<file path="config.mk">
export PLATFORM = sky130hd
export DESIGN_NAME = regfile_mp
export DESIGN_NICKNAME = d
export VERILOG_FILES = /design/src/rtl/regfile_mp.sv
export SDC_FILE = /design/constraint.sdc
export NUM_CORES = 2
export LEC_CHECK = 0
export ABC_AREA = 1
export CAP_MARGIN = 15
export CORE_AREA = 2 2 365 367
export CTS_CLUSTER_SIZE = 24
export DETAILED_ROUTE_END_ITERATION = 8
export DIE_AREA = 0 0 367 369
export PLACE_DENSITY = 0.61
export SETUP_SLACK_MARGIN = 0.05
export SLEW_MARGIN = 20
export SYNTH_ARGS = -nofsm -noshare
export SYNTH_HDL_FRONTEND = slang
export SYNTH_SLANG_ARGS = --single-unit
export TNS_END_PERCENT = 10
</file>
<file path="constraint.sdc">
create_clock -name clk -period 1.9 [get_ports clk]
set_input_delay 0.19 -clock clk [delete_from_list [all_inputs] [get_ports clk]]
set_output_delay 0.19 -clock clk [all_outputs]
set_load 0.005 [all_outputs]
</file>
<file path="src/rtl/regfile_mp.sv">
// -----------------------------------------------------------------------------
// regfile_mp
//   Multi-port register file placed between decode (reads) and writeback
//   (write). It has one synchronous write port and two independent
//   combinational read ports. A sequenced bulk-clear engine zeroes one entry
//   per clock and reports progress on `busy`.
//
//   Optional feature macro: REGFILE_BYPASS_EN
//     defined   : a write in the current cycle is forwarded to any read port
//                 whose address matches the write address (write-first).
//     undefined : read ports show only the stored contents.
//
// Parameters
//   DATA_W  bits per entry
//   DATA_D  number of entries (2 .. 2**ADDR_W)
//   ADDR_W  address width
//
// Ports
//   clk      in   rising-edge clock
//   reset_   in   asynchronous active-low reset (array, FSM and counter to 0)
//   we_      in   write enable, active-low
//   waddr    in   write address
//   d_in     in   write data
//   raddr_a  in   read port A address
//   d_out_a  out  read port A data (0 while busy or when out of range)
//   raddr_b  in   read port B address
//   d_out_b  out  read port B data (0 while busy or when out of range)
//   clr_     in   bulk-clear request, active-low, sampled on the clock edge
//   busy     out  high while the bulk clear is running
// -----------------------------------------------------------------------------
module regfile_mp #(
   parameter int DATA_W = 32,
   parameter int DATA_D = 32,
   parameter int ADDR_W = 5
) (
   input  logic              clk,
   input  logic              reset_,
   input  logic              we_,
   input  logic [ADDR_W-1:0] waddr,
   input  logic [DATA_W-1:0] d_in,
   input  logic [ADDR_W-1:0] raddr_a,
   output logic [DATA_W-1:0] d_out_a,
   input  logic [ADDR_W-1:0] raddr_b,
   output logic [DATA_W-1:0] d_out_b,
   input  logic              clr_,
   output logic              busy
);

   typedef enum logic {IDLE, CLEAR} state_t;

   // One extra bit so a depth of exactly 2**ADDR_W is representable.
   localparam logic [ADDR_W:0]   DEPTH = (ADDR_W+1)'(DATA_D);
   localparam logic [ADDR_W-1:0] LAST  = ADDR_W'(DATA_D - 1);

   state_t            state;
   state_t            state_nxt;
   logic [ADDR_W-1:0] cnt;
   logic [DATA_W-1:0] mem [DATA_D];

   logic              clr_start;
   logic              clr_done;
   logic              wr_fire;

   function automatic logic in_range(input logic [ADDR_W-1:0] addr);
      return ({1'b0, addr} < DEPTH);
   endfunction

   // A clear request in IDLE wins over a write presented on the same edge.
   assign clr_start = (state == IDLE) && !clr_;
   assign clr_done  = (state == CLEAR) && (cnt == LAST);
   assign wr_fire   = (state == IDLE) && clr_ && !we_ && in_range(waddr);
   assign busy      = (state == CLEAR);

   // FSM state register
   always_ff @(posedge clk or negedge reset_) begin
      if (!reset_) state <= IDLE;
      else         state <= state_nxt;
   end

   always_comb begin
      state_nxt = state;
      case (state)
         IDLE:  if (!clr_)   state_nxt = CLEAR;
         CLEAR: if (clr_done) state_nxt = IDLE;
      endcase
   end

   // Clear counter: loaded on request, walks 0..DATA_D-1, never wraps.
   always_ff @(posedge clk or negedge reset_) begin
      if (!reset_)        cnt <= '0;
      else if (clr_start) cnt <= '0;
      else if (busy)      cnt <= clr_done ? '0 : cnt + 1'b1;
   end

   // Storage array
   always_ff @(posedge clk or negedge reset_) begin
      if (!reset_) begin
         for (int i = 0; i < DATA_D; i++) mem[i] <= '0;
      end else if (busy) begin
         mem[cnt] <= '0;
      end else if (wr_fire) begin
         mem[waddr] <= d_in;
      end
   end

   // Read ports: busy forcing has precedence over forwarding and storage.
   always_comb begin
      d_out_a = '0;
      d_out_b = '0;
      if (!busy && in_range(raddr_a)) d_out_a = mem[raddr_a];
      if (!busy && in_range(raddr_b)) d_out_b = mem[raddr_b];
`ifdef REGFILE_BYPASS_EN
      if (wr_fire && (raddr_a == waddr)) d_out_a = d_in;
      if (wr_fire && (raddr_b == waddr)) d_out_b = d_in;
`endif
   end

endmodule
</file>
# Word-level counts from Yosys, hierarchy flattened
# Cells that the tools add are included.
[word_totals] register_bits=1030 latchBits=0 ram_bits=0 romBits=0 inputBits=51 out_inout_bits=65 n_memories=0
[op_classes] addsub=1 multipliers=0 div_mod_pow=0 order_cmp=6 eq_ne=1 shift=0 mux=21 bitwise=7 reduce_logical=10
[ops] operator="1024-bit two-way mux" n=2
[ops] operator="1024-bit AND" n=1
[ops] operator="1024-bit bitwise mux" n=1
[ops] operator="1024-bit inverter" n=1
[ops] operator="32-bit binary-select mux with 5-bit select" n=2
[ops] operator="32-bit demux with 5-bit select" n=2
[ops] operator="32-bit two-way mux" n=8
[ops] operator="6-bit greater-or-equal comparator, second input constant" n=4
[ops] operator="5-bit inverter with 6-bit output" n=4
[ops] operator="5-bit two-way mux" n=3
[ops] operator="6-bit by 1-bit < comparator with 1-bit output, second input constant" n=2
[ops] operator="1-bit logical AND" n=6
[ops] operator="5-bit by 1-bit adder with 5-bit output, second input constant" n=1
[ops] operator="5-bit == test, second input constant" n=1
[ops] operator="2-bit nonzero test" n=2
[ops] operator="1-bit logical NOT" n=2
[ops] operator="1-bit two-way mux" n=2
[ops] operator="1-bit one-hot mux with 2 select lines" n=1
[ops] operator="1-bit inverter" n=1

# Depth between registers and ports, before layout
[logic_depth] word_depth=8 depth_mapped=12 ltp_nobuf=9

# Worst setup path after synthesis
# Ideal clock, no wire load.
[synth_timing] path_kind="register to register" from="register state (netlist: busy)" to="register mem[878] in the netlist's numbering" setup_ns=0.135 arrival_ns=1.660 t_required_ns=1.765 slack_ns=0.105 path_stages_with_launch=8 path_cell_list="dfrtp_1 -> nor2_2 -> nand3_1 -> nor2_2 -> nand2_2 -> clkbuf_1 -> nand3_1 -> o21ai_0"
[synth_between] elab_chain_cells=4
[synth_lines] item="from (decl)" line_no="55" rtl="state_t state;"
[synth_lines] item="from (signal assigned)" line_no="77" rtl="else state <= state_nxt;"
[synth_lines] item="1-bit inverter" line_no="71" rtl="assign wr_fire = (state == IDLE) && clr_ && !we_ && in_range(waddr);"
[synth_lines] item="1-bit logical AND (2 in a row)" line_no="71"
[synth_lines] item="2-bit nonzero test (no source line)"
[synth_lines] item="to (signal, indexed assignment)" line_no="102" rtl="mem[waddr] <= d_in;"
[synth_lines] item="to (decl)" line_no="58" rtl="logic [DATA_W-1:0] mem [DATA_D];"
# Several ways; a longest one is shown, not always the timed one.
# A chain may end at the register's enable or synchronous reset.

# Worst setup path after layout
[layout_timing] from="register mem[848] in the netlist's numbering" to="output d_out_a[16]"
[layout_between] elab_chain_cells=4
[layout_lines] item="32-bit binary-select mux with 5-bit select" line_no="110" rtl="if (!busy && in_range(raddr_a)) d_out_a = mem[raddr_a];"
[layout_lines] item="32-bit two-way mux (not written as such) (2 in a row)" line_no="110"
[layout_lines] item="32-bit two-way mux" line_no="110"
[layout_lines] item="to (decl)" line_no="42" rtl="output logic [DATA_W-1:0] d_out_a,"
# Every way passes these cells. The select of a mux whose other input is x is not followed.

==> flow_summary.yaml <==
synthesis:
  ys_types: 25
  synthCells: 8489
  ys_seq_area_share_pct: 43.9
  synth_flop_cell: "dfrtp_1"
  synth.most_common_cell: "nand2_1"
  synth_top_area_cell: "dfrtp_1"
  yosys-top-cells-count: "nand2_1 (2,670), nand3_1 (2,250), dfrtp_1 (1,030)"
  synth_top_area_share_pct: 43.9
  synthTopCellsByArea: "dfrtp_1 (44%), nand3_1 (19%), nand2_1 (17%)"
  synth.avg_cell_area_um2: 6.91
  synth-seq-cells: 1030
  ys_warn_count: 0
  ys_async_sr_fraction_pct: 100
  synth_fp_nets: 8545
  synth_edf_count: 0
  synth_area_um2: 58700
place:
  dp_slack_ns: -0.596
  gp_congestion: 0.963
  portBuffers: 115
  dp_hpwl_mm: 171
critical_path:
  crit_arrival_ns: 2.13
  path_class: "reg2out"
  regToRegStartpoint: "busy"
  slowest_delay_ns: 0.35
  crit_path_frequent_cell: "nor2_2"
  worstSetupStartpoint: "mem[848]"
  cp_data_required_time_ns: 1.71
  slowest_stage: "dfrtp_1"
  endpoint_kind: "output pin"
  startpoint_type: "flop"
  crit_fanout: 2
  cp_cell_sequence: "inv_2, buf_4, a21oi_2, o21ai_1, nand2_1, nor2_2, nor2_2, nor2_2, nor2_4, buf_2"
power_and_ir_drop:
  p_int_mw: 42.6
  seqPwrFrac_pct: 37.5
  pwr_density_cell_nw_per_um2: 811
  combPwrFrac_pct: 24.2
  p_total_mw: 63.4
  cellLeakagePower_nw: 35.3
  switching_power_mw: 20.8
  swShare_pct: 32.8
  ir_drop_v: 0.000803
  clockPowerShare_pct: 38.2
cts:
  clock_latency_ns: 0.78
  cts_buffer_depth: 3
  cts_tree: "built"
  clock_sinks: 1030
  htreeDepth: 3
  cts-root-buf: "clkbuf_16"
  cts_buffers: 118
  cts.reportedPaths.clkPinSlew_ns: 0.06
timing:
  tightest_slew_ns: 0.622
  clock.fmax_ghz: 0.431
  post-route-min-period_ns: 2.32
  skew_ns: 0.0352
  grt_setup_unrepaired: "true"
  setup_viol: 1044
  finalMaxSlewViolations: 0
  setup_ws_ns: -0.421
  fin_setup_tns_ns: -141.28
  relSlewSlack_pct: 58.5
  hold_viol_final: 0
  finalCritPeriodShare_pct: 122
global_routing:
  antenna_found_initial: 8
  grt_max_degree: 81
  overflow: 0
  grt_pass1_vias: 63508
  grt_usage_pct: 39.8
  grt_pass1_wl_mm: 409
cells_and_area:
  finalNetCount: 8961
  final.fill_count: 11766
  drive_above_1_share_pct: 22.3
  fin_util_pct: 59.6
  syn2layout_area_growth_pct: 33.2
run_status:
  status: "complete, but fails checks"
  failed_checks: "negative setup slack"
run:
  drv_cap: 0
floorplanning:
  fp.dieH_um: 369
  dieArea_um2: 135000
  core-area_um2: 131000
  ioPinCount: 116
  rows: 133
  start_util_pct: 44.7
  fp.dieW_um: 367
detailed_routing:
  firstDrtPassIters: 7
  dr_total_vias: 67667
  viasPerCell: 6.29
  routed_wirelength_mm: 283
  drc: 0
  post_drt_wl_per_cell_um: 26.3
  antenna_left: 0
  drt_iter0_markers: 9812
min_path:
  min_path_type: "in2async"
-- area by class of cell --
class,instances,area [um^2],share of cell area [%]
Tap cell,1755,2200,2.81
Sequential cell,1030,25800,33.0
Clock inverter,43,526,0.672
Timing Repair Buffer,1105,12800,16.4
Clock buffer,176,3540,4.53
Inverter,196,786,1.01
Multi-Input combinational cell,6454,32500,41.5
Antenna cell,4,10.0,0.0128
-- final timing paths --
kind / endpoint / slack (ns) / cells past startpoint
worst max-delay path: d_out_a[16] / -0.42 / 10
worst max register to register: mem[792] / -0.26 / 11
worst min register to register: mem[839] / 0.52 / 2
worst min-delay path: mem[806] / 0.21 / 3
max in group asynchronous: mem[716] / 0.65 / 3
min in group clk: mem[874] / 0.30 / 4
-- worst max-delay path, delay by kind of cell (launching register included) --
kind | cells | cell delay, ns
AOI/OAI and AO/OA | 2 | 0.17
buffers and inverters | 3 | 0.35
and+or+nand+nor | 5 | 0.50
DFF | 1 | 0.35
-- metrics by stage --
step | hold WS (ns) | instances | cell area (um^2)
6_report | 0.208 | 10763 | 78200
2_1_floorplan | -0.106 | 8489 | 58700
5_1_grt | 0.235 | 10760 | 78200
3_5_place_dp | 0.116 | 10322 | 68400
4_1_cts | 0.179 | 10687 | 75600
3_3_place_gp | 0.115 | 10322 | 68400
-- layer usage --
metal,up-vias,track usage [%],part of all wire (%)
met4,6,21.8,6.7
met2,4925,58.4,42
li1,29309,-,-
met5,-,0,0.012
met1,32259,53.3,38
met3,1168,10.6,14
-- flip-flops by register name (all words and copies together), names as in the netlist --
signal and count:
cnt 5, mem 1024, busy 1
-- logic make-up (layout without fill, tap and decap cells) --
| family | count (synthesis) | count (layout) | share of synthesized area, % |
|---|---|---|---|
| AO/OA/AOI/OAI | 1233 | 1233 | 11.1 |
| XOR/XNOR | 2 | 2 | 0.0299 |
| adder cells (fa/ha/maj) | 5 | 5 | 0.107 |
| buffers and inverters | 1005 | 1520 | 6.54 |
| flip-flops | 1030 | 1030 | 43.9 |
| other | 0 | 4 | 0 |
| AND/OR/NAND/NOR | 5214 | 5214 | 38.3 |
-- what timing repair did --
item | 4_1_cts | 5_1_grt
gates cloned | 13 | 15
hold buffers | 2 | 0
endpoints found under the setup margin | 1040 | 1089
endpoints found under the hold margin | 944 | 0
pin swaps | 329 | 331
resized for setup | 819 | 513
buffers inserted | 145 | 66
-- placed cells by master, fill, tap and decap left out, types with 5 or more instances in the layout --
cell             count
a21oi_1             57
a21oi_2             18
buf_12             292
buf_16              10
buf_2               51
buf_4              582
buf_6              101
buf_8               11
bufinv_16           10
clkbuf_1            24
clkbuf_16          133
clkbuf_8            31
clkdlybuf4s50_1     40
clkinv_2            21
clkinvlp_4           6
dfrtp_1           1029
ha_1                 5
inv_1              146
inv_2               38
inv_8                5
nand2_1           2407
nand2_2            215
nand2_4             50
nand2_8             21
nand3_1           2054
nand3_2            172
nand3_4             24
nor2_1              95
nor2_2              91
nor2_4              79
o211ai_1            59
o21ai_0            887
o21ai_1             71
o21ai_2             12
o22ai_1            115
o22ai_2              6
o22ai_4              7
-- power groups by stage --
stage | registers, mW | clock network, mW | logic [mW]
6_report | 23.8 | 24.2 | 15.4
5_1_grt | 23.9 | 25.2 | 15.9
4_1_cts | 23.7 | 24.3 | 14.2
3_5_place_dp | 24.1 | 0 | 12.8
3_3_place_gp | 24.1 | 0 | 12.7
2_1_floorplan | 23.9 | 0 | 5.54
No activity file was read; power rests on OpenSTA's default activity.
